--- src/rtl/game_pkg.sv ---
// Shared encodings, timing defaults and BCD helpers for the game controller.
package game_pkg;

  localparam int unsigned TICK_DIV_DEF  = 20;
  localparam int unsigned BLINK_DIV_DEF = 100;

  localparam logic [15:0] SPEED_T1 = 16'h0100;
  localparam logic [15:0] SPEED_T2 = 16'h0300;
  localparam logic [15:0] SPEED_T3 = 16'h0600;
  localparam logic [15:0] BCD_MAX  = 16'h9999;

  typedef enum logic [1:0] {
    GS_IDLE  = 2'd0,
    GS_RUN   = 2'd1,
    GS_PAUSE = 2'd2,
    GS_OVER  = 2'd3
  } game_state_e;

  typedef enum logic [2:0] {
    S_IDLE  = 3'd0,
    S_CLEAR = 3'd1,
    S_RUN   = 3'd2,
    S_PAUSE = 3'd3,
    S_OVER  = 3'd4
  } state_e;

  // Digit-wise magnitude compare, most significant digit decides first.
  function automatic logic bcd_gt(input logic [15:0] a, input logic [15:0] b);
    logic gt;
    logic decided;
    gt      = 1'b0;
    decided = 1'b0;
    for (int i = 3; i >= 0; i--) begin
      if (!decided && (a[i*4 +: 4] != b[i*4 +: 4])) begin
        gt      = (a[i*4 +: 4] > b[i*4 +: 4]);
        decided = 1'b1;
      end
    end
    return gt;
  endfunction

  function automatic logic bcd_lt(input logic [15:0] a, input logic [15:0] b);
    return bcd_gt(b, a);
  endfunction

endpackage

--- src/rtl/bcd_counter4.sv ---
// Four-digit BCD up-counter with synchronous clear and saturation at 9999.
module bcd_counter4
  import game_pkg::*;
(
  input  logic        clk_i,
  input  logic        rst_i,
  input  logic        clr_i,
  input  logic        inc_i,
  output logic [15:0] value_o
);

  logic [15:0] cnt_q, cnt_d;
  logic        carry;

  always_comb begin
    cnt_d = cnt_q;
    carry = 1'b0;
    if (clr_i) begin
      cnt_d = '0;
    end else if (inc_i && (cnt_q != BCD_MAX)) begin
      carry = 1'b1;
      for (int i = 0; i < 4; i++) begin
        if (carry) begin
          if (cnt_q[i*4 +: 4] == 4'd9) begin
            cnt_d[i*4 +: 4] = 4'd0;
          end else begin
            cnt_d[i*4 +: 4] = cnt_q[i*4 +: 4] + 4'd1;
            carry           = 1'b0;
          end
        end
      end
    end
  end

  always_ff @(posedge clk_i) begin
    if (rst_i) cnt_q <= '0;
    else       cnt_q <= cnt_d;
  end

  assign value_o = cnt_q;

endmodule

--- src/rtl/game_ctrl.sv ---
// Game sequencer: start/pause/collision handling, score ticking, high score and game-over blink.
// state   | meaning
// S_IDLE  | waiting for first start press
// S_CLEAR | one-cycle hero/obstacle reset, score cleared
// S_RUN   | game active, score ticking
// S_PAUSE | enables off, score and tick frozen
// S_OVER  | game ended, display blinks until restart
module game_ctrl
  import game_pkg::*;
#(
  parameter int unsigned TICK_DIV  = TICK_DIV_DEF,
  parameter int unsigned BLINK_DIV = BLINK_DIV_DEF
) (
  input  logic        clk_5ms,
  input  logic        reset,
  input  logic        start_btn,
  input  logic        pause_btn,
  input  logic        collision,
  output logic        hero_enable,
  output logic        hero_reset,
  output logic        obstacle_enable,
  output logic [15:0] score,
  output logic [15:0] high_score,
  output logic [1:0]  speed_level,
  output logic [1:0]  game_state,
  output logic        over_blink
);

  localparam int unsigned TW = $clog2(TICK_DIV + 1);
  localparam int unsigned BW = $clog2(BLINK_DIV + 1);

  state_e      state_q, state_d;
  logic        start_prev_q, pause_prev_q;
  logic        start_press, pause_press;
  logic [TW-1:0] tick_q, tick_d;
  logic        tick_wrap;
  logic [BW-1:0] blink_cnt_q, blink_cnt_d;
  logic        over_blink_q, over_blink_d;
  logic        hero_en_q, hero_en_d;
  logic        obst_en_q, obst_en_d;
  logic        hero_rst_q, hero_rst_d;
  logic [15:0] high_q, high_d;
  logic        run_hold;
  logic        score_clr;
  game_state_e gs;

  assign start_press = start_btn & ~start_prev_q;
  assign pause_press = pause_btn & ~pause_prev_q;

  always_comb begin
    state_d = state_q;
    case (state_q)
      S_IDLE:  if (start_press) state_d = S_CLEAR;
      S_CLEAR: state_d = S_RUN;
      S_RUN: begin
        if (collision)        state_d = S_OVER;
        else if (pause_press) state_d = S_PAUSE;
      end
      S_PAUSE: if (pause_press) state_d = S_RUN;
      S_OVER:  if (start_press) state_d = S_CLEAR;
      default: state_d = S_IDLE;
    endcase
  end

  // Counting stops on the exit cycle so the final score equals what high_score captures.
  assign run_hold  = (state_q == S_RUN) && (state_d == S_RUN);
  assign score_clr = (state_d == S_CLEAR);

  always_comb begin
    tick_d    = tick_q;
    tick_wrap = 1'b0;
    if (score_clr) begin
      tick_d = '0;
    end else if (run_hold) begin
      if (tick_q == TW'(TICK_DIV - 1)) begin
        tick_d    = '0;
        tick_wrap = 1'b1;
      end else begin
        tick_d = tick_q + TW'(1);
      end
    end
  end

  always_comb begin
    blink_cnt_d  = '0;
    over_blink_d = 1'b0;
    if ((state_q == S_OVER) && (state_d == S_OVER)) begin
      over_blink_d = over_blink_q;
      if (blink_cnt_q == BW'(BLINK_DIV - 1)) begin
        blink_cnt_d  = '0;
        over_blink_d = ~over_blink_q;
      end else begin
        blink_cnt_d = blink_cnt_q + BW'(1);
      end
    end
  end

  always_comb begin
    high_d     = high_q;
    hero_en_d  = (state_d == S_RUN);
    obst_en_d  = (state_d == S_RUN);
    hero_rst_d = (state_d == S_CLEAR);
    if ((state_q == S_RUN) && (state_d == S_OVER) && bcd_gt(score, high_q)) begin
      high_d = score;
    end
  end

  always_ff @(posedge clk_5ms) begin
    if (reset) begin
      state_q      <= S_IDLE;
      start_prev_q <= start_btn;
      pause_prev_q <= pause_btn;
      tick_q       <= '0;
      blink_cnt_q  <= '0;
      over_blink_q <= 1'b0;
      hero_en_q    <= 1'b0;
      obst_en_q    <= 1'b0;
      hero_rst_q   <= 1'b1;
      high_q       <= '0;
    end else begin
      state_q      <= state_d;
      start_prev_q <= start_btn;
      pause_prev_q <= pause_btn;
      tick_q       <= tick_d;
      blink_cnt_q  <= blink_cnt_d;
      over_blink_q <= over_blink_d;
      hero_en_q    <= hero_en_d;
      obst_en_q    <= obst_en_d;
      hero_rst_q   <= hero_rst_d;
      high_q       <= high_d;
    end
  end

  bcd_counter4 u_score (
    .clk_i   (clk_5ms),
    .rst_i   (reset),
    .clr_i   (score_clr),
    .inc_i   (tick_wrap),
    .value_o (score)
  );

  always_comb begin
    gs = GS_IDLE;
    case (state_q)
      S_IDLE:         gs = GS_IDLE;
      S_CLEAR, S_RUN: gs = GS_RUN;
      S_PAUSE:        gs = GS_PAUSE;
      S_OVER:         gs = GS_OVER;
      default:        gs = GS_IDLE;
    endcase
  end

  always_comb begin
    speed_level = 2'd3;
    if (bcd_lt(score, SPEED_T1))      speed_level = 2'd0;
    else if (bcd_lt(score, SPEED_T2)) speed_level = 2'd1;
    else if (bcd_lt(score, SPEED_T3)) speed_level = 2'd2;
  end

  assign game_state      = gs;
  assign hero_enable     = hero_en_q;
  assign obstacle_enable = obst_en_q;
  assign hero_reset      = hero_rst_q;
  assign high_score      = high_q;
  assign over_blink      = over_blink_q;

endmodule

--- config.mk ---
export PLATFORM = sky130hd
export DESIGN_NAME = game_ctrl
export DESIGN_NICKNAME = d
export VERILOG_FILES = /design/src/rtl/game_pkg.sv /design/src/rtl/bcd_counter4.sv /design/src/rtl/game_ctrl.sv
export SDC_FILE = /design/constraint.sdc
export NUM_CORES = 1
export LEC_CHECK = 0
export BUFFER_PORTS_ARGS = -buffer_cell sky130_fd_sc_hd__clkbuf_2
export CAP_MARGIN = 20
export CORE_ASPECT_RATIO = 0.9
export CORE_UTILIZATION = 43
export DETAILED_ROUTE_END_ITERATION = 7
export GPL_TIMING_DRIVEN = 0
export PLACE_DENSITY_LB_ADDON = 0.05
export RECOVER_POWER = 50
export SKIP_CTS_REPAIR_TIMING = 1
export SYNTH_ARGS = -nofsm -noshare
export SYNTH_HDL_FRONTEND = slang
export SYNTH_SLANG_ARGS = --single-unit
--- constraint.sdc ---
create_clock -name clk_5ms -period 7.3 [get_ports clk_5ms]
set_input_delay 1.095 -clock clk_5ms [delete_from_list [all_inputs] [get_ports clk_5ms]]
set_output_delay 1.095 -clock clk_5ms [all_outputs]
set_load 0.01 [all_outputs]
==> results of run 1 <==
[sequential cells by signal (all words and copies together) (netlist names)]
register         cells
high_score          16
u_score.value_o     16
blink_cnt_q          7
tick_q               5
state_q              3
hero_reset           1
obstacle_enable      1
over_blink           1
pause_prev_q         1
start_prev_q         1
[layer usage]
| metal | vias to the layer above | GRT usage | part of all wire |
|---|---|---|---|
| met2 | 31 | 0.2828 | 0.44 |
| met1 | 1016 | 0.2551 | 0.52 |
| li1 | 1139 | - | - |
| met3 | 4 | 0.04117 | 0.033 |
| met5 | - | 0 | 0 |
| met4 | 0 | 0.05172 | 0.0075 |
[cells in the mapped netlist (all sizes together) (3+ instances only)]
master,n,area share
inv,20,0.029
a22o,17,0.057
a21oi,19,0.036
nor3b,4,0.011
clkbuf,6,0.0086
nand3,9,0.017
nand2b,4,0.0096
or4b,3,0.014
nand2,17,0.026
ha,18,0.086
nor2b,11,0.026
o21ai,13,0.025
buf,7,0.018
xnor2,12,0.040
dfxtp,52,0.40
nand4,4,0.0096
and3,4,0.0096
nor2,28,0.040
nor4,3,0.0072
xor2,5,0.017
nor3,7,0.015
nand3b,3,0.0086
[cell families after synthesis]
group,synth area share
AOI/OAI and AO/OA,0.1572
xor gates and xnor gates,0.05686
adders and majority gates,0.08600
buffers and inverters,0.05542
DFF,0.3975
muxes,0.007645
and+or+nand+nor,0.2394
[worst paths after layout]
| check | cells past startpoint | startpoint | endpoint |
|---|---|---|---|
| setup / recovery | 8 | u_score.value_o[8]$_SDFFE_PP0P_ | high_score[12]$_SDFFE_PP0P_ |
| hold / removal | 1 | blink_cnt_q[0]$_SDFF_PP0_ | blink_cnt_q[0]$_SDFF_PP0_ |
| setup reg to reg | 8 | u_score.value_o[8]$_SDFFE_PP0P_ | high_score[12]$_SDFFE_PP0P_ |
| hold reg to reg | 1 | blink_cnt_q[0]$_SDFF_PP0_ | blink_cnt_q[0]$_SDFF_PP0_ |
[power groups by stage]
stage	clock, mW	sequential (mW)	combinational (mW)
6_report	0.196	0.286	0.0179
5_1_grt	0.214	0.286	0.0201
4_1_cts	0.204	0.286	0.0185
3_5_place_dp	0	0.293	0.0186
3_3_place_gp	0	0.293	0.0184
2_1_floorplan	0	0.293	0.0117
[critical path: cells and delay by family, from the launching register on]
family,cells,cell delay (ns)
AOI/OAI and AO/OA,3,1.39
buffers and inverters,2,0.58
DFF,1,0.46
adders and majority gates,1,0.31
and+or+nand+nor,2,0.25
[stage by stage]
stage,area (µm²),cells,hold slack [ns],power [mW],setup slack (ns)
after floorplan,2619,295,0.4132,0.3047,4.263
final,2987,416,0.4492,0.5001,4.243
after global routing,2987,416,0.4571,0.5202,3.987
after CTS,3029,416,0.4471,0.5087,4.165
after detailed placement,2922,408,0.4324,0.3113,3.971
after global placement,2922,408,0.4308,0.3111,3.964
[cell type report]
| type | count | area (µm²) |
|---|---|---|
| clock buffer | 6 | 72.57 |
| tap | 70 | 87.58 |
| clock inverter | 2 | 35.03 |
| timing repair buffer | 43 | 172.7 |
| sequential | 52 | 1041 |
| fill | 604 | 2804 |
| multi-input combinational | 210 | 1433 |
| buffer | 13 | 70.07 |
| inverter | 20 | 75.07 |
[cell usage in the layout (no fill, tap or decap), types with 3 or more instances in the layout]
cell,instances
xor2_1,5
nand2_1,15
and3_1,4
nand3_1,9
nand3b_1,3
a22o_1,17
nand2b_1,4
dfxtp_1,52
nor4_1,3
ha_1,18
o21ai_0,13
nor3b_1,4
clkbuf_2,9
nor2b_1,11
clkbuf_8,5
inv_1,20
xnor2_1,12
nor2_1,28
clkbuf_1,41
a21oi_1,19
nor3_1,6
nand4_1,4
==> run_results.csv, run 1 <==
group,metric,value,unit
synthesis,synthDistinctLibCells,50,
worst_setup_path,slowest_stage,"a211oi_1",
layout,antennaDiodeCount,0,
worst_setup_path,reg2reg_slack,4.24,ns
clock_tree,cts_tree,"done",
pwr,seqPwrFrac,0.572,
worst_setup_path,start_kind,"flop",
timing,post-route-period-util,0.4188,
global_route,grt.total_usage,0.1827,
timing,fin_worst_skew,0.01312,ns
global_route,antenna_found_initial,0,
clock_tree,cts_root_buffer,"clkbuf_8",
worst_setup_path,path_class,"reg2reg",
pwr,clkPwrFrac,0.392,
global_route,gr-total-overflow,0,
drt,drtIter0Drc,77,
timing,fmax,327.1,MHz
worst_setup_path,path_max_fanout,10,
drt,antenna_left,0,
floorplan,io_pins,45,
synthesis,synth.avg_cell_area,8.877,µm²
clock_tree,cts.htree.levels,2,
timing,fin_crit,3.057,ns
pwr,combinationalPowerShare,0.036,
placement,finalWeightedCongestion,0.7514,
global_route,grt_pass1_vias,1992,
synthesis,async_flop_share,0,
synthesis,syn_area,0.002619,mm²
floorplan,core,0.005791,mm²
timing,setup_violations,0,
clock_tree,cts_num_sinks,52,
synthesis,synth_enable_flop_cells,0,
clock_tree,clk_latency,0.31,ns
floorplan,start_util,0.4522,
worst_setup_path,crit_chain,"inv_1 -> ha_1 -> nand2b_1 -> a221oi_1 -> nor3_1 -> a211oi_1 -> clkbuf_1 -> a22o_1",
synthesis,synth-seq-cells,52,
pwr,p_sw,107.2,µW
worst_setup_path,arrival,3.31,ns
drt,dr.pass1.iters,6,
floorplan,num_rows,26,
timing,slew_headroom,0.3387,
layout,utilization,0.5158,
drt,vias,2190,
timing,rsz0062_at_grt,"no",
synthesis,syn_nets,318,
floorplan,dieArea,0.006407,mm²
layout,syn_to_final_growth,14.05,%
placement,dp_hpwl,4.065,mm
pwr,peakVddDrop,104.7,µV
clock_tree,path_clk_slew,0.10,ns
drt,wl_per_cell,13.37,µm
pwr,power_leakage,1.112,nW
timing,hold_viol,0,
placement,port_buffers,43,
synthesis,ys_seq_area_frac,0.3975,
worst_setup_path,critPathMaxStageDelay,0.80,ns
worst_setup_path,end_kind,"flop",
synthesis,syn_inst,295,
global_route,grt_pass1_wl,9.411,mm
synthesis,yosysWarnings,0,
job,max-cap-violations,0,
clock_tree,cts_buffers,5,
global_route,grt_max_degree,16,
pwr,p_sw_frac,0.2143,
clock_tree,clock_tree.buffer_depth,2,
outcome,outcome,"finished, violations left",
min_path,worstHoldPathType,"reg2reg",
worst_setup_path,required,7.55,ns
timing,tns,0,ns
timing,tightest_slew,0.9860,ns
drt,wl,5.563,mm
pwr,powerDensity,167.4,mW/mm²
drt,viasPerCell,5.264,
outcome,violations,"DRC",
pwr,p_int,392.9,µW
layout,drive_above_1_share,0.08671,
synthesis,synthFlopType,"dfxtp_1",
timing,slew_violations,0,
floorplan,die_w,84.26,µm
drt,drc,6,
floorplan,dieHeight,76.04,µm
layout,fin_nets,368,
No activity file was read; power rests on OpenSTA's default activity.
==> run 2, diff against run 1 <==
==> constraint.sdc (replaced) <==
create_clock -name clk_5ms -period 2.5 [get_ports clk_5ms]
set_input_delay 0.375 -clock clk_5ms [delete_from_list [all_inputs] [get_ports clk_5ms]]
set_output_delay 0.375 -clock clk_5ms [all_outputs]
set_load 0.01 [all_outputs]
==> run 2 against run 1 <==
Compared with the run above:
- the flow still finishes with violations (DRC)
- core utilization up 2.6 points
- count of clock-buffer cells in the layout unchanged
- worst setup slack worse by 4.1 ns
- combinational power rose to 3.3 times the previous value
- critical endpoint is now u_score.value_o[5]$_SDFFE_PP0P_
- highest routed layer unchanged
==> run_results.csv, run 2 (same netlist as run 1, synthesis figures left out) <==
group,metric,value,unit
drt,viasPerCell,5.227,
worst_setup_path,arrival,2.65,ns
job,max-cap-violations,0,
layout,drive_above_1_share,0.1345,
drt,wl_per_cell,13.75,µm
floorplan,num_rows,26,
min_path,worstHoldPathType,"in2reg",
global_route,grt_max_degree,16,
floorplan,die_w,84.26,µm
worst_setup_path,slowest_stage,"or4b_4",
timing,slew_violations,0,
timing,setup_violations,0,
clock_tree,cts_num_sinks,52,
worst_setup_path,path_class,"reg2reg",
layout,syn_to_final_growth,19.88,%
timing,fin_crit,2.397,ns
worst_setup_path,end_kind,"flop",
timing,fin_worst_skew,0.01232,ns
pwr,peakVddDrop,304.7,µV
worst_setup_path,reg2reg_slack,0.10,ns
timing,tightest_slew,0.6149,ns
global_route,grt_pass1_vias,1992,
placement,dp_cells,408,
timing,post-route-period-util,0.9589,
clock_tree,cts.htree.levels,2,
placement,dp_hpwl,4.065,mm
drt,antenna_left,0,
layout,layout_common_cells,"dfxtp_1, clkbuf_1, nor2_1",
drt,dr.pass1.iters,6,
clock_tree,cts_tree,"done",
layout,final_cell_count_no_fill,427,
placement,dpl_cell_area,0.002922,mm²
worst_setup_path,crit_chain,"or4b_4 -> or4b_4 -> o21ba_4 -> buf_8 -> nand2_2 -> or3_1 -> a21oi_1",
floorplan,io_pins,45,
timing,fmax,417.1,MHz
layout,fillers,600,
placement,finalWeightedCongestion,0.7514,
global_route,gr-max-usage-layer,"met2",
global_route,gr-usage-met2,0.2828,
pwr,power_leakage,1.202,nW
global_route,grt.total_usage,0.1827,
floorplan,dieArea,0.006407,mm²
drt,wl,5.872,mm
clock_tree,cts_buffers,5,
worst_setup_path,critPathMaxStageDelay,0.54,ns
worst_setup_path,start_kind,"flop",
placement,port_buffers,43,
layout,antennaDiodeCount,0,
global_route,use_met1,0.2551,
global_route,antenna_found_initial,0,
outcome,outcome,"finished, violations left",
worst_setup_path,crit_top_cell,"or4b_4",
timing,timing.hold.ws,0.1831,ns
worst_setup_path,required,2.75,ns
timing,hold_viol,0,
clock_tree,cts_root_buffer,"clkbuf_8",
worst_setup_path,path_max_fanout,5,
pwr,powerDensity,468.8,mW/mm²
global_route,grt_pass1_wl,9.411,mm
drt,drc,6,
layout,utilization,0.5421,
layout,fin_nets,379,
clock_tree,clock_tree.buffer_depth,2,
layout,final_common_cell,"dfxtp_1",
timing,slew_headroom,0.5892,
clock_tree,path_clk_slew,0.10,ns
global_route,gr-total-overflow,0,
global_route,met3_usage,0.04117,
layout,finalInstanceArea,0.003139,mm²
drt,vias,2232,
drt,drtIter0Drc,60,
floorplan,start_util,0.4522,
outcome,violations,"DRC",
floorplan,core,0.005791,mm²
floorplan,dieHeight,76.04,µm
clock_tree,clk_latency,0.31,ns
run 2: critical path: cells and delay by family (launching register included):
| kind | cells | cell delay (ns) |
|---|---|---|
| flip-flops | 1 | 0.37 |
| buffers and inverters | 1 | 0.12 |
| AND/OR/NAND/NOR | 4 | 1.46 |
| AO/OA/AOI/OAI | 2 | 0.39 |
run 2: stage by stage:
| stage | power (mW) | setup TNS (ns) | setup WS [ns] |
|---|---|---|---|
| finish | 1.472 | 0 | 0.1027 |
| global route | 1.525 | -0.02368 | -0.02155 |
| CTS | 1.485 | -7.595 | -0.6354 |
| detailed placement | 0.9090 | -7.128 | -0.6024 |
| global placement | 0.9084 | -6.119 | -0.5309 |
| floorplan | 0.8896 | 0 | 0.09270 |
run 2: final cells by class:
| type | count | area (µm²) | area share |
|---|---|---|---|
| Multi-Input combinational cell | 210 | 1463 | 0.4659 |
| Tap cell | 70 | 87.58 | 0.02790 |
| Sequential cell | 52 | 1047 | 0.3336 |
| Clock inverter | 2 | 35.03 | 0.01116 |
| Buffer | 12 | 67.56 | 0.02152 |
| Clock buffer | 6 | 72.57 | 0.02312 |
| Inverter | 20 | 75.07 | 0.02391 |
| Timing Repair Buffer | 55 | 291.5 | 0.09287 |
run 2: path summary, 6_finish.rpt:
| check | from | end | depth (start not counted) |
|---|---|---|---|
| max | state_q[2]$_SDFF_PP0_ | u_score.value_o[5]$_SDFFE_PP0P_ | 7 |
| min | pause_btn | pause_prev_q$_DFF_P_ | 1 |
| max reg2reg | state_q[2]$_SDFF_PP0_ | u_score.value_o[5]$_SDFFE_PP0P_ | 7 |
| min reg2reg | blink_cnt_q[0]$_SDFF_PP0_ | blink_cnt_q[0]$_SDFF_PP0_ | 1 |
run 2: layer usage:
layer	part of all wire	up-vias
li1	-	1160
met1	0.51	1035
met2	0.45	31
met3	0.030	6
met4	0.0083	0
met5	0	-
run 2: report_power, final:
part | internal, mW | total (mW) | switching (mW)
clock network | 0.298 | 0.579 | 0.281
logic | 0.0210 | 0.0582 | 0.0372
registers | 0.832 | 0.835 | 0.00243
total | 1.15 | 1.47 | 0.321
==> run 3, diff against run 2 <==
--- a/config.mk
+++ b/config.mk
@@ -8,7 +8,8 @@
 export BUFFER_PORTS_ARGS = -buffer_cell sky130_fd_sc_hd__clkbuf_2
 export CAP_MARGIN = 20
 export CORE_ASPECT_RATIO = 0.9
-export CORE_UTILIZATION = 43
+export CORE_UTILIZATION = 50
+export CTS_BUF_LIST = sky130_fd_sc_hd__clkbuf_8 sky130_fd_sc_hd__clkbuf_16
 export DETAILED_ROUTE_END_ITERATION = 7
 export GPL_TIMING_DRIVEN = 0
 export PLACE_DENSITY_LB_ADDON = 0.05
==> run 3 against run 2 <==
Compared with the run above:
- the flow now finishes without violations
- routed wire length fell by 5.0%
- via count grew 0.85%
- worst setup slack got worse by 0.029 ns
- design area decreased by 2.8%
- non-clock buffer count fell by 4
- count of clock-buffer cells in the layout is 1 lower
- fmax fell by 1.2%
- critical path depth rose by 1
- hold slack got worse by 0.0021 ns
- global-route usage up 2.3 points
- total power is 9.0% lower
- sequential share of layout area increased by 0.78 points
- highest routed layer unchanged
==> run_results.csv, run 3 (same netlist as run 1, synthesis figures left out) <==
group,metric,value,unit
outcome,outcome,"finished clean",
drt,wl_per_cell,13.38,µm
worst_setup_path,arrival,2.67,ns
pwr,p_total,1.340,mW
floorplan,dieHeight,70.66,µm
timing,slew_violations,0,
layout,syn_to_final_growth,16.58,%
global_route,grt_pass1_vias,1963,
timing,tightest_slew,0.5760,ns
drt,wl,5.580,mm
timing,fin_crit,2.426,ns
worst_setup_path,start_kind,"flop",
min_path,hold_depth,1,
drt,antenna_left,0,
clock_tree,cts_buffers,5,
worst_setup_path,r2r-end,"u_score.value_o[5]$_SDFFE_PP0P_",
placement,dp_hpwl,3.951,mm
worst_setup_path,path_class,"reg2reg",
worst_setup_path,required,2.75,ns
layout,layout_common_cells,"dfxtp_1, clkbuf_1, nor2_1",
global_route,grt_pass1_wl,8.873,mm
layout,utilization,0.6162,
floorplan,start_util,0.5285,
timing,post-route-period-util,0.9705,
drt,dr.pass1.iters,4,
drt,drc,0,
clock_tree,path_clk_slew,0.09,ns
clock_tree,cts_num_sinks,52,
pwr,powerDensity,438.9,mW/mm²
global_route,grt.total_usage,0.2061,
timing,timing.hold.ws,0.1810,ns
floorplan,core,0.004955,mm²
worst_setup_path,ff2ff_path_depth,8,
placement,dpl_cell_area,0.002915,mm²
layout,fillers,483,
pwr,peakVddDrop,292.5,µV
worst_setup_path,end_kind,"flop",
layout,fin_nets,375,
placement,finalWeightedCongestion,0.7666,
placement,port_buffers,43,
layout,drive_above_1_share,0.1165,
worst_setup_path,regToRegStartpoint,"state_q[2]$_SDFF_PP0_",
timing,tns,0,ns
pwr,power_leakage,1.161,nW
drt,met3WireLength,198,µm
global_route,gr-total-overflow,0,
timing,slew_headroom,0.6152,
clock_tree,clock_tree.buffer_depth,2,
drt,drtIter0Drc,79,
layout,antennaDiodeCount,0,
placement,dp_slack,-0.4981,ns
floorplan,num_rows,24,
layout,multi_input_area,0.001459,mm²
clock_tree,clk_latency,0.30,ns
layout,final_cell_count_no_fill,417,
min_path,worstHoldPathType,"in2reg",
floorplan,dieArea,0.005531,mm²
drt,viasPerCell,5.398,
timing,hold_viol,0,
timing,fin_worst_skew,0.006846,ns
global_route,antenna_found_initial,0,
floorplan,io_pins,45,
floorplan,die_w,78.29,µm
worst_setup_path,endpoint,"u_score.value_o[5]$_SDFFE_PP0P_",
timing,setup_violations,0,
worst_setup_path,path_max_fanout,8,
layout,final_common_cell,"dfxtp_1",
drt,met2_length,2.484,mm
worst_setup_path,reg2reg_slack,0.07,ns
job,max-cap-violations,0,
placement,dp_cells,403,
clock_tree,cts_root_buffer,"clkbuf_8",
clock_tree,cts_tree,"done",
timing,fmax,412.2,MHz
drt,vias,2251,
worst_setup_path,crit_start,"state_q[2]$_SDFF_PP0_",
drt,wl_met1,2.820,mm
drt,top_layer,"met4",
layout,seqCellArea,0.001042,mm²
timing,worst_slack,0.07372,ns
global_route,grt_max_degree,15,
clock_tree,cts.htree.levels,2,
layout,finalInstanceArea,0.003053,mm²
run 3: power by group:
group          total, mW  switching (mW)  internal [mW]
sequential         0.835         0.00219          0.833
combinational     0.0562          0.0365         0.0196
clock              0.448           0.261          0.187
run 3: critical path, stage by stage, from the launching register on:
cell and delay [ns]:
dfxtp_1 0.31, buf_6 0.13, or4b_4 0.52, or4b_4 0.54, o21ba_4 0.26, buf_8 0.11, nand2_2 0.06, or3_1 0.32
a21oi_2 0.13
run 3: per-layer routing:
metal / up-vias / global-route usage
met5: - / 0
li1: 1155 / -
met4: 0 / 0.08642
met1: 1049 / 0.2694
met2: 41 / 0.3314
met3: 6 / 0.04258
run 3: worst min-delay path by stage:
stage,startpoint,endpoint,slack [ns]
global route,pause_btn,pause_prev_q$_DFF_P_,0.17
CTS,pause_btn,pause_prev_q$_DFF_P_,0.17
detailed placement,blink_cnt_q[0]$_SDFF_PP0_,blink_cnt_q[0]$_SDFF_PP0_,0.44
finish,pause_btn,pause_prev_q$_DFF_P_,0.18
global placement,blink_cnt_q[0]$_SDFF_PP0_,blink_cnt_q[0]$_SDFF_PP0_,0.43
floorplan,pause_btn,pause_prev_q$_DFF_P_,0.40
run 3: layout make-up:
type	instances	share of cell area
Buffer	13	0.02500
Inverter	20	0.02459
Sequential cell	52	0.3414
Tap cell	65	0.02664
Multi-Input combinational cell	210	0.4779
Clock buffer	5	0.02254
Clock inverter	2	0.002869
Timing Repair Buffer	50	0.07910
